[src/rtl/apb_matmul_slave_if.sv]
// apb_matmul_slave_if: APB slave front-end for the matrix engine.
// Decodes and validates APB transfers, inserts wait states, emits single-cycle
// backend register strobes and owns the sticky STATUS register and done irq.
module apb_matmul_slave_if #(
  parameter  int DATA_WIDTH  = 16,
  parameter  int BUS_WIDTH   = 64,
  parameter  int ADDR_WIDTH  = 32,
  parameter  int SP_NTARGETS = 4,
  parameter  int WAIT_STATES = 0,
  localparam int MAX_DIM     = BUS_WIDTH / DATA_WIDTH,
  localparam int OFS         = $clog2(BUS_WIDTH / 8),
  localparam int RW          = $clog2(MAX_DIM),
  localparam int NOVF        = MAX_DIM * MAX_DIM
) (
  input  logic                  clk_i,
  input  logic                  reset_ni,
  input  logic                  psel_i,
  input  logic                  penable_i,
  input  logic                  pwrite_i,
  input  logic [MAX_DIM-1:0]    pstrb_i,
  input  logic [ADDR_WIDTH-1:0] paddr_i,
  input  logic [BUS_WIDTH-1:0]  pwdata_i,
  output logic                  pready_o,
  output logic                  pslverr_o,
  output logic [BUS_WIDTH-1:0]  prdata_o,
  output logic                  reg_wr_o,
  output logic                  reg_rd_o,
  output logic [4:0]            reg_mod_o,
  output logic [RW-1:0]         reg_row_o,
  output logic [MAX_DIM-1:0]    reg_strb_o,
  output logic [BUS_WIDTH-1:0]  reg_wdata_o,
  input  logic [BUS_WIDTH-1:0]  reg_rdata_i,
  input  logic                  busy_i,
  input  logic                  done_i,
  input  logic [NOVF-1:0]       ovf_i,
  output logic                  busy_o,
  output logic                  irq_o
);

  localparam int MODW = 5;
  localparam int ALO  = OFS + RW + MODW;  // lowest address bit not decoded

  typedef enum logic [1:0] {ST_IDLE, ST_ACCESS, ST_RESP} state_e;

  state_e               state_q, state_d;
  logic [OFS-1:0]       off_q, off_d;
  logic [RW-1:0]        row_q, row_d;
  logic [MODW-1:0]      mod_q, mod_d;
  logic                 wr_q, wr_d;
  logic [BUS_WIDTH-1:0] wdata_q, wdata_d;
  logic [MAX_DIM-1:0]   strb_q, strb_d;
  logic [3:0]           cnt_q, cnt_d;
  logic                 eval_q, eval_d;
  logic                 err_q, err_d;
  logic                 rd_pend_q, rd_pend_d;
  logic                 data_ok_q, data_ok_d;
  logic [BUS_WIDTH-1:0] rdata_q, rdata_d;
  logic                 reg_wr_q, reg_wr_d;
  logic                 reg_rd_q, reg_rd_d;
  logic                 busy_q, busy_d;
  logic                 done_q, done_d;
  logic [NOVF-1:0]      ovf_q, ovf_d;
  logic                 irq_en_q, irq_en_d;
  logic                 irq_q, irq_d;

  logic                 setup, eval_now, is_status, is_sp, mod_oob, reject;
  logic                 need_rd, ready, status_wr, clr_done;
  logic [NOVF-1:0]      clr_ovf;
  logic [BUS_WIDTH-1:0] status_rd;
  logic                 unused_addr;

  // Upper address bits above the module field are not decoded.
  assign unused_addr = ^paddr_i[ADDR_WIDTH-1:ALO];

  // Access classification of the latched request and STATUS read/clear terms.
  // NOTE: every signal gets a default at the top of an always_comb so no path
  // leaves it unassigned, which would otherwise infer a latch.
  always_comb begin
    setup     = psel_i & ~penable_i;
    eval_now  = (state_q == ST_ACCESS) & psel_i & penable_i & ~eval_q;
    is_status = (mod_q == MODW'(3));
    is_sp     = (mod_q >= MODW'(4));
    mod_oob   = (int'(mod_q) > 3 + SP_NTARGETS);
    reject    = (off_q != '0) | mod_oob | (is_sp & wr_q)
              | (busy_i & wr_q & (mod_q <= MODW'(2)))
              | (busy_i & ~wr_q & is_sp);
    need_rd   = ~wr_q & ~is_status & ~reject;
    // Response may leave ACCESS once the evaluated access has its data.
    ready     = eval_now ? ~need_rd : (data_ok_q | rd_pend_q);
    status_wr = eval_now & ~reject & is_status & wr_q;
    clr_done  = status_wr & wdata_q[1] & strb_q[1 / DATA_WIDTH];
    for (int i = 0; i < NOVF; i++) begin
      clr_ovf[i] = status_wr & wdata_q[2 + i] & strb_q[(2 + i) / DATA_WIDTH];
    end
    status_rd                = '0;
    status_rd[0]             = busy_i;
    status_rd[1]             = done_q;
    status_rd[2 +: NOVF]     = ovf_q;
    status_rd[BUS_WIDTH - 1] = irq_en_q;
  end

  // Next-state logic of the transfer FSM.
  always_comb begin
    state_d = state_q;
    case (state_q)
      ST_IDLE:   if (setup) state_d = ST_ACCESS;
      ST_ACCESS: begin
        if (!psel_i) begin
          state_d = ST_IDLE;
        end else if ((cnt_q == '0) && (eval_q || eval_now) && ready) begin
          state_d = ST_RESP;
        end
      end
      ST_RESP:   state_d = ST_IDLE;
      default:   state_d = ST_IDLE;
    endcase
  end

  // Request latch, wait counter, backend strobes, read capture and STATUS update.
  always_comb begin
    off_d     = off_q;
    row_d     = row_q;
    mod_d     = mod_q;
    wr_d      = wr_q;
    wdata_d   = wdata_q;
    strb_d    = strb_q;
    cnt_d     = cnt_q;
    eval_d    = eval_q;
    err_d     = err_q;
    data_ok_d = data_ok_q;
    rdata_d   = rdata_q;
    reg_wr_d  = 1'b0;
    reg_rd_d  = 1'b0;
    rd_pend_d = reg_rd_q;
    if ((state_q == ST_IDLE) && setup) begin
      off_d     = paddr_i[OFS-1:0];
      row_d     = paddr_i[OFS +: RW];
      mod_d     = paddr_i[OFS + RW +: MODW];
      wr_d      = pwrite_i;
      wdata_d   = pwdata_i;
      strb_d    = pstrb_i;
      cnt_d     = 4'(WAIT_STATES);
      eval_d    = 1'b0;
      err_d     = 1'b0;
      data_ok_d = 1'b0;
      rdata_d   = '0;
    end
    if (state_q == ST_ACCESS) begin
      if (cnt_q != '0) cnt_d = cnt_q - 4'd1;
      if (eval_now) begin
        eval_d    = 1'b1;
        err_d     = reject;
        data_ok_d = ~need_rd;
        rdata_d   = (~reject & is_status & ~wr_q) ? status_rd : '0;
        reg_wr_d  = ~reject & wr_q & ~is_status;
        reg_rd_d  = need_rd;
      end
      // Backend data is valid the cycle after the read strobe.
      if (rd_pend_q) begin
        rdata_d   = reg_rdata_i;
        data_ok_d = 1'b1;
      end
    end
    done_d   = done_i | (done_q & ~clr_done);
    ovf_d    = ovf_i | (ovf_q & ~clr_ovf);
    irq_en_d = (status_wr & strb_q[MAX_DIM-1]) ? wdata_q[BUS_WIDTH-1] : irq_en_q;
    irq_d    = done_q & irq_en_q;
    busy_d   = busy_i;
  end

  // APB response outputs, driven only during the single RESP cycle.
  always_comb begin
    pready_o  = (state_q == ST_RESP);
    pslverr_o = pready_o & err_q;
    prdata_o  = pready_o ? rdata_q : '0;
  end

  assign reg_wr_o    = reg_wr_q;
  assign reg_rd_o    = reg_rd_q;
  assign reg_mod_o   = mod_q;
  assign reg_row_o   = row_q;
  assign reg_strb_o  = strb_q;
  assign reg_wdata_o = wdata_q;
  assign busy_o      = busy_q;
  assign irq_o       = irq_q;

  // State register with synchronous active-high reset.
  // NOTE: sequential state uses non-blocking assignments so every flop samples
  // the pre-edge values regardless of statement order.
  always_ff @(posedge clk_i) begin
    if (reset_ni) begin
      state_q   <= ST_IDLE;
      off_q     <= '0;
      row_q     <= '0;
      mod_q     <= '0;
      wr_q      <= 1'b0;
      wdata_q   <= '0;
      strb_q    <= '0;
      cnt_q     <= '0;
      eval_q    <= 1'b0;
      err_q     <= 1'b0;
      rd_pend_q <= 1'b0;
      data_ok_q <= 1'b0;
      rdata_q   <= '0;
      reg_wr_q  <= 1'b0;
      reg_rd_q  <= 1'b0;
      busy_q    <= 1'b0;
      done_q    <= 1'b0;
      ovf_q     <= '0;
      irq_en_q  <= 1'b0;
      irq_q     <= 1'b0;
    end else begin
      state_q   <= state_d;
      off_q     <= off_d;
      row_q     <= row_d;
      mod_q     <= mod_d;
      wr_q      <= wr_d;
      wdata_q   <= wdata_d;
      strb_q    <= strb_d;
      cnt_q     <= cnt_d;
      eval_q    <= eval_d;
      err_q     <= err_d;
      rd_pend_q <= rd_pend_d;
      data_ok_q <= data_ok_d;
      rdata_q   <= rdata_d;
      reg_wr_q  <= reg_wr_d;
      reg_rd_q  <= reg_rd_d;
      busy_q    <= busy_d;
      done_q    <= done_d;
      ovf_q     <= ovf_d;
      irq_en_q  <= irq_en_d;
      irq_q     <= irq_d;
    end
  end

endmodule

[config.mk]
export PLATFORM = sky130hd
export DESIGN_NAME = apb_matmul_slave_if
export DESIGN_NICKNAME = d
export VERILOG_FILES = /design/src/rtl/apb_matmul_slave_if.sv
export SDC_FILE = /design/constraint.sdc
export NUM_CORES = 1
export LEC_CHECK = 0
export CAP_MARGIN = 5
export CORE_UTILIZATION = 37
export CTS_BUF_LIST = sky130_fd_sc_hd__clkbuf_8 sky130_fd_sc_hd__clkbuf_16
export DETAILED_ROUTE_END_ITERATION = 8
export GPL_ROUTABILITY_DRIVEN = 0
export MAX_ROUTING_LAYER = met4
export PLACE_DENSITY = 0.76
export SLEW_MARGIN = 20
export SYNTH_ARGS = -nofsm -noshare
export SYNTH_HDL_FRONTEND = slang
export SYNTH_SLANG_ARGS = --single-unit
[constraint.sdc]
create_clock -name clk_i -period 2.2 [get_ports clk_i]
set_clock_uncertainty 0.2 [all_clocks]
set_input_delay 0.55 -clock clk_i [delete_from_list [all_inputs] [get_ports clk_i]]
set_output_delay 0.55 -clock clk_i [all_outputs]
set_load 0.01 [all_outputs]
==> impl_metrics.py, run 1 <==
metrics = {
    "clocking": {
        "clk_pin_slew_worst_paths_ns": 0.07,
        "ctsHoldBuffers": 0,
        "cts_tree": "yes",
        "ctsLongestPathBuffers": 2,
        "cts.sink_count": 175,
        "htreeDepth": 4,
        "cts_buffer_count": 17,
        "cts-root-buf": "clkbuf_16",
        "worst_skew_pair_latency_ns": 0.42,
    },
    "synth": {
        "number_of_synthesized_flops_with_an_enable_pin": 0,
        "synth.ff_latch_count": 175,
        "synthFlopType": "dfxtp_1",
        "yosys.cell_count.top_type": "dfxtp_1",
        "synth.top_cells.by_area": "dfxtp_1 49%, nand2_1 8.8%, a21oi_1 6.0%, and2_1 5.7%, a22oi_1 4.7%",
        "synthesis.area_per_instance_sq_um": 8.291,
        "synthDistinctLibCells": 44,
        "synth.largest_area_cell": "dfxtp_1",
        "syn-num-nets": 1052,
        "synth_common_cells": "175 x dfxtp_1, 167 x nand2_1, 86 x a21oi_1, 71 x nor2_1, 65 x and2_1",
        "synthCells": 864,
        "async_reset_ff_share_pct": 0,
        "seq_area_frac_synth_pct": 48.91,
        "post_synth_instance_area_sq_mm": 0.007163,
        "yosys.area.top_type_share_pct": 48.91,
        "ys_warn_count": 0,
    },
    "run_status": {
        "violations": "setup timing",
        "run_status": "complete, but fails checks",
    },
    "flow_run": {
        "maxCapViolations": 0,
    },
    "sta": {
        "setup_repair_after_global_routing_missed_its_margin": "yes",
        "setup_ws_ns": -0.1051,
        "fin_setup_tns_ns": -1.626,
        "setup-violations-final": 22,
        "relSlewSlack_pct": 66.59,
        "clock.fmax_mhz": 433.8,
        "fin_crit_sh_pct": 104.8,
        "timing_max_transition_violations_final": 0,
        "layout_min_cycle_time_ns": 2.305,
        "hold_violations": 0,
        "tightestPinTransition_ns": 0.5012,
    },
    "critical_path": {
        "rrSetupSlack_ns": 0.10,
        "criticalPathCategory": "reg -> out",
        "worstPathRequired_ns": 1.45,
        "arrival_ns": 1.56,
        "worst_r2r_path_depth": 6,
        "startpoint_type": "flip-flop",
        "crit_path_end_kind": "output pin",
        "crit_fanout": 5,
    },
    "die": {
        "core.rowCount": 50,
        "die_height_um": 141.1,
        "start_util_pct": 38.04,
        "num_io_pins": 332,
        "design.core.area_sq_mm": 0.01883,
        "die-area_sq_mm": 0.01992,
        "dieWidth_um": 141.1,
    },
    "power": {
        "power_density_mw_per_mm2": 633.4,
        "power.sequential.fraction_pct": 45.8,
        "internal_power_mw": 5.546,
        "power_frac_clock_pct": 42.2,
        "p_comb_share_pct": 12.0,
        "worst_ir_drop_vdd_mv": 0.4908,
        "fin_total_pwr_mw": 7.273,
        "leakagePower_nw": 4.556,
        "netSwitchingPower_mw": 1.727,
        "switching_share_pct": 23.75,
    },
    "cells_and_area": {
        "postLayoutCoreUtil_pct": 60.98,
        "syn2layout_area_growth_pct": 60.31,
        "num_antenna_cells": 0,
        "stdcell_count": 1447,
        "final_layout_size_suffix_gt1_share_pct": 15.59,
        "design.final.nets": 1362,
    },
    "global_route": {
        "grtUsageTotal_pct": 23.01,
        "grt_max_degree": 114,
        "grt_pass1_wl_mm": 34.93,
        "globalRouteOverflowTotal": 0,
        "antenna_found_initial": 0,
        "via_count_of_the_first_global_routing_pass": 6764,
    },
    "routing": {
        "remaining_drc_errors": 0,
        "ant_nets": 0,
        "wl_per_cell_um": 15.69,
        "vias_per_cell": 4.937,
        "routed-via-count": 7144,
        "detailedRoute.firstIterationViolations": 373,
        "dr.pass1.iters": 5,
        "route.final.wire_length_mm": 22.70,
    },
    "placed_design": {
        "port_buffers": 309,
        "dpl.cell_count": 1405,
        "half_perimeter_wire_length_after_placement_mm": 15.51,
        "detailedPlace.worstSlack_ns": -0.5159,
    },
    "min_path": {
        "whs_path_depth": 2,
        "worst_hold_class": "reg -> reg",
    },
}
-- registers in the layout (all words and copies together), names as in the netlist --
name,flops
irq_en_q,1
err_q,1
reg_wdata_o,64
reg_row_o,2
reg_strb_o,4
reg_wr_o,1
reg_mod_o,5
ovf_q,16
eval_q,1
rdata_q,64
cnt_q,4
data_ok_q,1
busy_o,1
rd_pend_q,1
wr_q,1
off_q,3
reg_rd_o,1
done_q,1
state_q,2
irq_o,1
-- per-stage QoR --
step / area, sq um / hold WS, ns
final: 11480 / 0.2527
after global routing: 11480 / 0.2707
after CTS: 11260 / 0.2551
after detailed placement: 10760 / 0.2457
after global placement: 10760 / 0.2404
after floorplan: 7163 / 0.2175
-- cell usage in the layout (no fill, tap or decap), types with 25 or more instances in the layout --
master / instances
a22oi_1: 45
dfxtp_1: 174
a21oi_1: 85
nand2_1: 167
clkdlybuf4s50_1: 236
and2_1: 40
nand2b_1: 44
nor2_1: 71
buf_4: 26
buf_6: 34
buf_2: 35
and2_4: 25
-- cell families after synthesis --
logic type      count (synthesis)  synth area share (%)
simple gates                  402                 27.72
compound gates                198                 17.99
flops                         175                 48.91
buf+inv                        85                 4.751
mux                             3                0.4541
fa+ha+maj                       1                0.1746
-- path summary, 6_finish.rpt --
check                                  start           end
worst max-delay path              state_q[1]   prdata_o[1]
worst min-delay path            reg_row_o[0]  reg_row_o[0]
worst max register to register    state_q[0]     ovf_q[15]
worst min register to register  reg_row_o[0]  reg_row_o[0]
-- power groups by stage --
stage	Combinational, mW	Clock [mW]	Sequential, mW
4_1_cts	0.877	3.14	3.33
5_1_grt	0.944	3.28	3.34
6_report	0.876	3.07	3.33
3_3_place_gp	0.865	0	3.40
3_5_place_dp	0.870	0	3.40
2_1_floorplan	0.276	0	3.41
-- routing by layer --
layer,track usage (%),routed length (um),vias up
li1,-,-,3555
met1,28.61,10180,3310
met2,37.31,10860,252
met3,4.620,1252,27
met4,7.494,403,0
met5,-,0,-
-- worst max-delay path: stages, from the launching register on --
cell and delay (ns):
dfxtp_2 0.32, nor2b_4 0.12, buf_6 0.13, buf_12 0.14, buf_16 0.13, and2_1 0.14, buf_2 0.14
-- final cells by class --
| type | instances | area [sq um] |
|---|---|---|
| inverter | 20 | 75.07 |
| timing repair buffer | 356 | 3563 |
| clock inverter | 12 | 132.6 |
| multi-input combinational | 604 | 3416 |
| clock buffer | 20 | 466.7 |
| fill | 1665 | 7347 |
| tap | 260 | 325.3 |
| sequential | 175 | 3505 |
-- timing repair --
action / 4_1_cts / 5_1_grt
gates resized for setup: 281 / 57
setup endpoints to repair: 164 / 82
hold endpoints to repair: 0 / 0
pin swaps: 4 / 10
gates cloned: 4 / 1
setup buffers: 3 / 3
No activity file was read; power rests on OpenSTA's default activity.
==> run 2, diff against run 1 <==
--- a/config.mk
+++ b/config.mk
@@ -6,6 +6,7 @@
 export NUM_CORES = 1
 export LEC_CHECK = 0
 export CAP_MARGIN = 5
+export CORE_MARGIN = 1.5
 export CORE_UTILIZATION = 37
 export CTS_BUF_LIST = sky130_fd_sc_hd__clkbuf_8 sky130_fd_sc_hd__clkbuf_16
 export DETAILED_ROUTE_END_ITERATION = 8
==> run 2 against run 1 <==
Largest power group unchanged. Flip-flop and latch count unchanged. Count of clock-buffer cells in the layout decreased by 1. Final area decreased by 1.7%. Via count decreased by 1.1%. Critical endpoint is now prdata_o[54]. Non-clock buffer count decreased by 10. Sequential share of layout area increased by 0.57 points. Combinational power decreased by 1%. Global-route usage increased by 0.071 points. Utilization decreased by 1.0 points. The run still ends with setup timing left. Highest routed layer unchanged.
==> impl_metrics.py, run 2 (same netlist as run 1, synthesis figures left out) <==
metrics = {
    "critical_path": {
        "crit_path_end_kind": "output pin",
        "startpoint_type": "flip-flop",
        "critical_path.n_buffers_inverters": 3,
        "critical_path.slowest_cell": "dfxtp_2",
        "worstPathRequired_ns": 1.45,
        "crit_fanout": 15,
        "arrival_ns": 1.47,
        "worstPathCellList": "nor2b_4, buf_12, buf_16, and2_1, buf_2",
        "family_with_the_most_delay_on_the_worst_path": "buffers and inverters",
        "criticalPathCategory": "reg -> out",
        "cp_slowest_stage_delay_ns": 0.33,
    },
    "global_route": {
        "antenna_found_initial": 1,
        "grt_max_degree": 61,
        "grt_pass1_wl_mm": 35.42,
        "via_count_of_the_first_global_routing_pass": 6812,
        "grtUsageTotal_pct": 23.08,
        "globalRouteOverflowTotal": 0,
    },
    "cells_and_area": {
        "stdcell_count": 1438,
        "final_layout_size_suffix_gt1_share_pct": 14.19,
        "syn2layout_area_growth_pct": 57.62,
        "filler_cell_count": 1716,
        "design.final.nets": 1352,
        "mostFrequentLayoutCell": "clkdlybuf4s50_1",
        "postLayoutCoreUtil_pct": 59.96,
        "final_cell_area_sq_mm": 0.01129,
        "layout_common_cells": "236 x clkdlybuf4s50_1, 170 x dfxtp_1, 167 x nand2_1",
    },
    "routing": {
        "route.final.wire_length_mm": 22.81,
        "routed-via-count": 7066,
        "ant_nets": 0,
        "vias_per_cell": 4.914,
        "dr.pass1.iters": 5,
        "route.top_layer_used": "met4",
        "wl_met3_mm": 1.587,
        "detail_route.wirelength.met1_mm": 9.952,
        "remaining_drc_errors": 0,
        "detailedRoute.firstIterationViolations": 355,
        "met2_wirelength_mm": 10.79,
        "wl_per_cell_um": 15.86,
    },
    "placed_design": {
        "half_perimeter_wire_length_after_placement_mm": 15.77,
        "port_buffers": 309,
        "dpl.cell_count": 1400,
        "postPlaceCellArea_sq_mm": 0.01071,
        "detailedPlace.worstSlack_ns": -0.5445,
    },
    "sta": {
        "fin_worst_hold_slack_ns": 0.2515,
        "setup_ws_ns": -0.02282,
        "setup_repair_after_global_routing_missed_its_margin": "yes",
        "layout_min_cycle_time_ns": 2.223,
        "hold_violations": 0,
        "fin_crit_sh_pct": 101.0,
        "clock.fmax_mhz": 449.9,
        "tightestPinTransition_ns": 0.5178,
        "timing_max_transition_violations_final": 0,
        "relSlewSlack_pct": 65.48,
        "fin_setup_tns_ns": -0.2740,
        "setup-violations-final": 30,
    },
    "clocking": {
        "cts_tree": "yes",
        "cts-root-buf": "clkbuf_16",
        "ctsLongestPathBuffers": 2,
        "cts_buffer_count": 17,
        "cts.sink_count": 175,
        "clk_pin_slew_worst_paths_ns": 0.07,
        "htreeDepth": 4,
        "worst_skew_pair_latency_ns": 0.42,
        "ctsHoldBuffers": 0,
    },
    "die": {
        "dieWidth_um": 142.1,
        "die_height_um": 142.1,
        "design.core.area_sq_mm": 0.01883,
        "num_io_pins": 332,
        "start_util_pct": 38.04,
        "core.rowCount": 50,
        "die-area_sq_mm": 0.02020,
    },
    "power": {
        "worst_ir_drop_vdd_mv": 0.5196,
        "fin_total_pwr_mw": 7.408,
        "power_density_mw_per_mm2": 656.1,
        "leakagePower_nw": 4.509,
    },
    "min_path": {
        "worst_hold_class": "reg -> reg",
    },
    "flow_run": {
        "maxCapViolations": 0,
    },
    "run_status": {
        "run_status": "complete, but fails checks",
        "violations": "setup timing",
    },
}
-- run 2: report_power, final --
part	internal (mW)	switching (mW)	total, mW
logic	0.502	0.365	0.867
clock network	1.88	1.33	3.21
registers	3.26	0.0646	3.33
-- run 2: final timing paths --
kind,from,to,slack [ns],depth (start not counted)
hold reg to reg,reg_wdata_o[48],reg_wdata_o[48],0.25,2
setup reg to reg,state_q[0],ovf_q[11],0.14,6
setup / recovery,state_q[1],prdata_o[54],-0.02,5
hold / removal,reg_wdata_o[48],reg_wdata_o[48],0.25,2
-- run 2: layout make-up --
cell class                      instances  area, sq um  share of cell area [%]
Sequential cell                       175         3510                   31.08
Multi-Input combinational cell        604         3393                   30.05
Timing Repair Buffer                  346         3356                   29.72
Clock buffer                           19        452.9                   4.012
Tap cell                              260        325.3                   2.881
Clock inverter                         13        176.4                   1.563
Inverter                               20        75.07                  0.6649
Antenna cell                            1        2.502                 0.02216
-- run 2: routing by layer --
metal | global-route usage (%) | vias up
met5 | - | -
met3 | 5.720 | 29
met1 | 28.38 | 3267
met2 | 36.84 | 236
li1 | - | 3534
met4 | 8.356 | 0
-- run 2: repair_timing --
action / 4_1_cts / 5_1_grt
cloned: 4 / 0
setup endpoints to repair: 105 / 81
resized for setup: 287 / 34
buffers inserted: 4 / 0
pin swaps: 11 / 1
-- run 2: worst min-delay path: stages (launching register included) --
cell     delay [ns]
dfxtp_1        0.31
nand2_1        0.05
a21oi_1        0.05
==> run 3, diff against run 2 <==
--- a/config.mk
+++ b/config.mk
@@ -9,9 +9,9 @@
 export CORE_MARGIN = 1.5
 export CORE_UTILIZATION = 37
 export CTS_BUF_LIST = sky130_fd_sc_hd__clkbuf_8 sky130_fd_sc_hd__clkbuf_16
+export CTS_CLUSTER_DIAMETER = 120
 export DETAILED_ROUTE_END_ITERATION = 8
 export GPL_ROUTABILITY_DRIVEN = 0
-export MAX_ROUTING_LAYER = met4
 export PLACE_DENSITY = 0.76
 export SLEW_MARGIN = 20
 export SYNTH_ARGS = -nofsm -noshare
==> run 3 against run 2 <==
The run still ends with setup timing left. Fmax hardly changed. Combinational power barely moved. Sequential power about the same. Cell count unchanged. Utilization down 0.060 points. Setup slack lost 0.0014 ns. Routed wire length increased by 0.46%. Clock power about the same. Flip-flop and latch count did not move. Hold slack about the same. First-iteration DRC count down 12%. Final area hardly changed. Critical path type unchanged. Highest routed layer unchanged.
==> impl_metrics.py, run 3 (same netlist as run 1, synthesis figures left out) <==
metrics = {
    "die": {
        "core.rowCount": 50,
        "start_util_pct": 38.04,
        "design.core.area_sq_mm": 0.01883,
        "num_io_pins": 332,
        "die-area_sq_mm": 0.02020,
        "dieWidth_um": 142.1,
        "die_height_um": 142.1,
    },
    "global_route": {
        "grtUsageTotal_pct": 22.39,
        "via_count_of_the_first_global_routing_pass": 6795,
        "grt_max_degree": 61,
        "globalRouteOverflowTotal": 0,
        "grt_pass1_wl_mm": 35.47,
        "antenna_found_initial": 1,
    },
    "critical_path": {
        "criticalPathCategory": "reg -> out",
        "startpoint_type": "flip-flop",
        "crit_path_end_kind": "output pin",
        "crit_fanout": 15,
        "worstPathRequired_ns": 1.45,
        "cp_slowest_stage_delay_ns": 0.33,
        "critical_path.n_buffers_inverters": 3,
        "family_with_the_most_delay_on_the_worst_path": "buffers and inverters",
        "worstPathCellList": "nor2b_4, buf_12, buf_16, and2_1, buf_2",
        "arrival_ns": 1.47,
        "critical_path.slowest_cell": "dfxtp_2",
    },
    "sta": {
        "setup_repair_after_global_routing_missed_its_margin": "yes",
        "setup_ws_ns": -0.02418,
        "layout_min_cycle_time_ns": 2.224,
        "tightestPinTransition_ns": 0.5217,
        "clock.fmax_mhz": 449.6,
        "relSlewSlack_pct": 65.22,
        "timing_max_transition_violations_final": 0,
        "fin_crit_sh_pct": 101.1,
        "setup-violations-final": 32,
        "hold_violations": 0,
    },
    "clocking": {
        "clk_pin_slew_worst_paths_ns": 0.06,
        "cts_tree": "yes",
        "worst_skew_pair_latency_ns": 0.42,
        "htreeDepth": 4,
        "cts_buffer_count": 17,
        "ctsHoldBuffers": 0,
        "cts.sink_count": 175,
        "cts-root-buf": "clkbuf_16",
        "ctsLongestPathBuffers": 2,
    },
    "cells_and_area": {
        "mostFrequentLayoutCell": "clkdlybuf4s50_1",
        "syn2layout_area_growth_pct": 57.47,
        "final_cell_area_sq_mm": 0.01128,
        "final_layout_size_suffix_gt1_share_pct": 14.02,
        "design.final.nets": 1352,
        "layout_common_cells": "236 x clkdlybuf4s50_1, 170 x dfxtp_1, 167 x nand2_1",
        "stdcell_count": 1438,
    },
    "placed_design": {
        "port_buffers": 309,
        "half_perimeter_wire_length_after_placement_mm": 15.77,
        "postPlaceCellArea_sq_mm": 0.01071,
        "dpl.cell_count": 1400,
    },
    "routing": {
        "wl_per_cell_um": 15.94,
        "route.final.wire_length_mm": 22.92,
        "vias_per_cell": 4.915,
        "remaining_drc_errors": 0,
        "detailedRoute.firstIterationViolations": 314,
        "routed-via-count": 7068,
        "ant_nets": 0,
        "dr.pass1.iters": 4,
    },
    "power": {
        "power_density_mw_per_mm2": 656.9,
        "leakagePower_nw": 4.505,
        "worst_ir_drop_vdd_mv": 0.5192,
        "fin_total_pwr_mw": 7.410,
    },
    "flow_run": {
        "maxCapViolations": 0,
    },
    "run_status": {
        "run_status": "complete, but fails checks",
        "violations": "setup timing",
    },
    "min_path": {
        "worst_hold_class": "reg -> reg",
    },
}
## run 3: layer usage
layer | vias up | routed length (um) | GRT usage, % | share of wire, %
li1 | 3537 | - | - | -
met1 | 3264 | 9853 | 27.47 | 43
met2 | 238 | 10810 | 36.94 | 47
met3 | 29 | 1767 | 6.898 | 7.7
met4 | 0 | 484 | 8.356 | 2.1
met5 | - | 0 | 0 | 0
## run 3: tightest hold or removal path, stage by stage, from the launching register on
cell     delay (ns)
dfxtp_1        0.31
nand2_1        0.05
a21oi_1        0.05
## run 3: metrics by stage
stage	TNS, ns	util [%]	hold slack (ns)	worst slack [ns]
3_5_place_dp	-54.31	56.86	0.2457	-0.5445
5_1_grt	-3.681	59.90	0.2669	-0.09331
2_1_floorplan	0	-	0.2175	0.1119
3_3_place_gp	-49.60	56.86	0.2400	-0.4869
6_report	-0.2265	59.90	0.2514	-0.02418
4_1_cts	-2.643	59.56	0.2555	-0.1159
## run 3: worst paths after layout
| path | startpoint | endpoint | slack, ns | depth (start not counted) |
|---|---|---|---|---|
| max | state_q[1] | prdata_o[54] | -0.02 | 5 |
| min | reg_wdata_o[48] | reg_wdata_o[48] | 0.25 | 2 |
| max reg2reg | state_q[0] | ovf_q[11] | 0.14 | 6 |
| min reg2reg | reg_wdata_o[48] | reg_wdata_o[48] | 0.25 | 2 |
## run 3: timing repair
item / CTS / global route
setup buffers: 4 / 0
pin swaps: 11 / 0
gates cloned: 4 / 0
endpoints found under the setup margin: 105 / 81
gates resized for setup: 287 / 31
## run 3: final cells by class
cell class | instances | area [sq um]
clock buffers | 19 | 452.9
well taps | 260 | 325.3
flip-flops and latches | 175 | 3510
fillers | 1721 | 7551
clock inverters | 13 | 176.4
multi-input cells | 604 | 3388
inverters | 20 | 75.07
diodes | 1 | 2.502
repair buffers | 346 | 3349
## run 3: report_power, final
part	internal [mW]	total (mW)	switching (mW)
Combinational	0.502	0.868	0.366
Sequential	3.26	3.33	0.0646
Clock	1.88	3.21	1.34
==> RTL edit 1: new RTL, settings of run 3 <==
`rdata_q` no longer has a reset.
--- a/src/rtl/apb_matmul_slave_if.sv
+++ b/src/rtl/apb_matmul_slave_if.sv
@@ -201,7 +201,6 @@
       err_q     <= 1'b0;
       rd_pend_q <= 1'b0;
       data_ok_q <= 1'b0;
-      rdata_q   <= '0;
       reg_wr_q  <= 1'b0;
       reg_rd_q  <= 1'b0;
       busy_q    <= 1'b0;
@@ -222,7 +221,6 @@
       err_q     <= err_d;
       rd_pend_q <= rd_pend_d;
       data_ok_q <= data_ok_d;
-      rdata_q   <= rdata_d;
       reg_wr_q  <= reg_wr_d;
       reg_rd_q  <= reg_rd_d;
       busy_q    <= busy_d;
@@ -233,5 +231,9 @@
     end
   end
 
+  always_ff @(posedge clk_i) begin
+    rdata_q <= rdata_d;
+  end
+
 endmodule
 
Formal check against the unedited RTL: same outputs for any inputs over 4 cycles, from zero or initial values and one cycle with reset_ni high; that may be too few to reach the edited logic, so the function may still have changed.
==> RTL edit 1 against run 3 <==
The run still ends with setup timing left; cell count is 3.1% lower; synthesized area is 4.5% lower; total power is 2.4% lower; via count is 1.8% lower; synthesized cell count is 2.1% lower; non-clock buffer count is 2 higher; fmax is 1.7% lower; design area is 0.62% lower; worst setup slack worse by 0.038 ns; wire length hardly changed; sequential cell count stayed put; largest cell class is now buffers; highest routed layer unchanged.
==> RTL edit 1: results (changes against run 3) <==
FF-to-FF End ovf_q[13]$_SDFF_PP0_; first-pass GRT wire length 34.7 mm (-2.3%); hold_sp reset_ni; final setup margin -0.0622 ns (-0.0380 ns); Vias/cell 4.98 (+1.3%); Rel. slew slack 39.9% (-25 points); met3 Track Usage GR 7.32% (+0.42 points); Layout Nets 1,340 (-0.89%); GRT Util Overall 22.4% (+0.053 points); Leak 4.35 nW (-3.5%); FF+latch area 3510 um^2 (-0.11%); fillers 1,553 (-9.8%); outcome finished, violations left; R2R depth 5 (-1); dpl cells 1,352 (-3.4%); critical path data arrival time 1.51 ns (+0.04 ns); met1 Use GR 27.9% (+0.44 points); HPWL Detailed 15.2 mm (-3.9%); clock buffers 18 (-1); worst-path maximum fanout 8 (-7); Hold EP eval_q$_SDFF_PP0_; register area share after synthesis 51.2% (+2.3 points); R2R Setup Slk 0.23 ns (+0.09 ns); clk cell area share 5.39% (-0.19 points); hold slack 0.238 ns (-0.0132 ns); P per Cell Area 645 nW/um^2 (-1.8%); min-delay worst type in2reg; Setup WS pre-CTS -0.306 ns (+0.239 ns); nonclk buf count 348 (+0.58%); R2R Path Start reg_mod_o[4]$_SDFFE_PP0P_; Synth area leaders dfxtp_1, nand2_1, a21oi_1, and2_1, o21ai_0; number of ordinary inverters in the final layout 23 (+15%); failing checks setup timing; DRT iter0 DRCs 306 (-2.5%); final core occ 62.2% (+2.3 points); Setup Viol. Count Final 49 (+53%); dominant kind of cell by area buffers; number of global-route vias before repair 6,566 (-3.4%); Placed Area 10,300 um^2 (-4.1%); largest net degree at the start of global routing 65 (+6.6%); metal2 WL 10.8 mm (about the same); met3 WL post-DR 1.72 mm (-2.7%); routed vias 6,944 (-1.8%); top cells by count, synth nand2_1, dfxtp_1, a21oi_1
RTL edit 1: cell types whose count changed after synthesis, moves of 24 or more:
| cell | delta |
|---|---|
| nand2b_1 | -40 |
| a22oi_1 | -45 |
| nand2_1 | +90 |
| nor2_1 | -47 |
| o21ai_0 | +28 |
| clkbuf_1 | -24 |
RTL edit 1: worst max-delay path by stage:
| stage | start | to | slack (ns) | cells after the start |
|---|---|---|---|---|
| floorplan | penable_i | rdata_q[10]$_DFF_P_ | 0.17 | 7 |
| global placement | penable_i | rdata_q[5]$_DFF_P_ | -0.29 | 6 |
| detailed placement | penable_i | rdata_q[6]$_DFF_P_ | -0.31 | 6 |
| CTS | state_q[1]$_SDFFE_PP0P_ | prdata_o[5] | -0.13 | 6 |
| global route | state_q[1]$_SDFFE_PP0P_ | prdata_o[31] | -0.13 | 5 |
| finish | state_q[1]$_SDFFE_PP0P_ | prdata_o[61] | -0.06 | 5 |
RTL edit 1: power by group:
| group | internal, mW | switching (mW) |
|---|---|---|
| Clock | 1.65 | 1.41 |
| Sequential | 3.26 | 0.0667 |
| Combinational | 0.498 | 0.341 |
RTL edit 1: timing repair:
item	4_1_cts	5_1_grt
buffers inserted	5	0
endpoints found under the hold margin	0	0
pin swaps	7	39
setup endpoints to repair	67	71
resized for setup	289	94
gates cloned	4	4
hold buffers	0	0
RTL edit 1: cell families (layout without fill, tap and decap cells):
logic type	after synthesis	after routing	share of synthesized area, %
multiplexers	2	2	0.329
AO/OA/AOI/OAI	203	203	17.8
adder cells (fa/ha/maj)	1	1	0.183
buffers and inverters	84	403	5.40
AND/OR/NAND/NOR	381	381	25.1
flip-flops	175	175	51.2
==> RTL edit 2: new RTL, flow settings as in run 3 <==
Made on the original files. Change the parameter `DATA_WIDTH` from 16 to 32.
--- a/src/rtl/apb_matmul_slave_if.sv
+++ b/src/rtl/apb_matmul_slave_if.sv
@@ -2,7 +2,7 @@
 // Decodes and validates APB transfers, inserts wait states, emits single-cycle
 // backend register strobes and owns the sticky STATUS register and done irq.
 module apb_matmul_slave_if #(
-  parameter  int DATA_WIDTH  = 16,
+  parameter  int DATA_WIDTH  = 32,
   parameter  int BUS_WIDTH   = 64,
   parameter  int ADDR_WIDTH  = 32,
   parameter  int SP_NTARGETS = 4,
Ports: changed (resized ovf_i, pstrb_i, reg_row_o and reg_strb_o); port bits go from 332 to 315. No check against the original RTL was run, so the function may have changed too.
==> RTL edit 2 against run 3 <==
The run still ends with setup timing left; synthesized cell count shrank 13%; sequential cell count decreased by 15; global-route usage decreased by 0.66 points; utilization up 3.0 points; cell count fell by 11%; sequential power down 9.3%; non-clock buffer count is 11 lower; wire length is 14% lower; design area is 7.9% lower; worst setup slack got worse by 0.039 ns; synthesized area down 13%; total power shrank 6.9%.
==> RTL edit 2: results (changes against run 3) <==
outcome finished, violations left; failing checks setup timing; DRT iter0 DRCs 264 (-16%); first-pass GRT wire length 30.7 mm (-13%); Vias/cell 4.94 (+0.41%); Mapped Nets 929 (-12%); adder-cell area share of the yosys netlist 0.201% (+0.026 points); Reg clk slew, reported paths 0.06 ns (about the same); cts repair resizes 284 (-1.0%); worst-path maximum fanout 18 (+3); FF-to-FF End ovf_q[0]$_SDFF_PP0_; hold path cells 2 (unchanged); setup_tns -1.91 ns (-1.68 ns); Synth area leaders dfxtp_1, nand2_1, a22oi_1, a21oi_1, and2_1; number of diodes 0 (-1); Synth Area in Compound Gates 18.7% (+0.68 points); buffers inserted by post-CTS timing repair 6 (+2); Setup WS pre-CTS -0.320 ns (+0.224 ns); final setup margin -0.0631 ns (-0.0389 ns); cell count after synthesis 755 (-13%); layout cells sized above 1 17.5% (+3.5 points); Rel. slew slack 64.1% (-1.1 points); Post-Layout Cell Count 1,281 (-11%); HPWL Detailed 12.9 mm (-18%); sw frac 22.3% (-1.6 points); register area share after synthesis 51.4% (+2.5 points); Clock Tree Buf Depth 2 (unchanged); Placed Area 9570 um^2 (-11%); Cell variety after synth 41 (-6.8%); largest net degree at the start of global routing 100 (+64%); DRT Pass-1 Iters 5 (+1); top cells by count, synth dfxtp_1, nand2_1, a21oi_1; WL/cell 15.3 um (-3.8%); XOR/XNOR share of the synthesized area 0% (unchanged); hold_sp reg_wdata_o[50]$_SDFFE_PP0P_; final core occ 62.9% (+3.0 points); fillers 1,387 (-19%); Setup Viol. Count Final 54 (+69%); Hold EP reg_wdata_o[50]$_SDFFE_PP0P_; initial antenna violation count 0 (-1); port bufs 291 (-5.8%); critical path data arrival time 1.51 ns (+0.04 ns); Ys Warns 0 (unchanged); Layout Nets 1,222 (-9.6%); R2R depth 4 (-2); hold slack 0.251 ns (-0.000183 ns); R2R Path Start off_q[2]$_SDFFE_PP0P_; min-delay worst type reg2reg; multiplexer area fraction after synthesis 0.341% (-0.11 points); worst-skew pair later-pin latency 0.43 ns; R2R Setup Slk 0.11 ns (-0.03 ns); VDD IR-drop max 0.524 mV (+0.98%); Leak 4.06 nW (-10%); GRT Util Overall 21.7% (-0.66 points); number of global-route vias before repair 6,165 (-9.3%)
## RTL edit 2: cell types whose count changed in the layout (fill, tap and decap cells not counted), moves of 19 or more
cell	run 3	this run
a221o_1	20	0
and2_4	13	32
and3_1	19	0
buf_2	47	26
nand2b_1	44	2
## RTL edit 2: area by class of cell
class | instances | area, um^2 | share of cell area (%)
Clock inverter | 10 | 133 | 1.28
Sequential cell | 160 | 3200 | 30.8
Inverter | 17 | 63.8 | 0.614
Tap cell | 220 | 275 | 2.65
Clock buffer | 22 | 494 | 4.76
Timing Repair Buffer | 335 | 3390 | 32.7
Multi-Input combinational cell | 517 | 2830 | 27.2
## RTL edit 2: worst max path at each step
stage / to / cells past startpoint
after floorplan: data_ok_q$_SDFF_PP0_ / 5
after global placement: reg_wdata_o[45]$_SDFFE_PP0P_ / 6
after detailed placement: reg_wdata_o[0]$_SDFFE_PP0P_ / 6
after CTS: prdata_o[44] / 5
after global routing: prdata_o[44] / 4
final: prdata_o[44] / 4
## RTL edit 2: layer usage
| metal | up-vias | global-route usage (%) | wire, um |
|---|---|---|---|
| li1 | 3134 | - | - |
| met1 | 2939 | 25.1 | 8190 |
| met2 | 221 | 37.5 | 9640 |
| met3 | 28 | 6.90 | 1390 |
| met4 | 0 | 8.24 | 421 |
| met5 | - | 0 | 0 |
## RTL edit 2: power by group through the flow
stage	sequential, mW	combinational [mW]	clock [mW]
floorplan	3.11	0.230	0
global placement	3.08	0.768	0
detailed placement	3.08	0.776	0
CTS	3.01	0.780	3.18
global route	3.02	0.852	3.28
finish	3.02	0.789	3.10
## RTL edit 2: worst min-delay path, cell delays in order, from the launching register on
cell and delay (ns):
dfxtp_1 0.30, nand2_1 0.05, a21oi_1 0.05
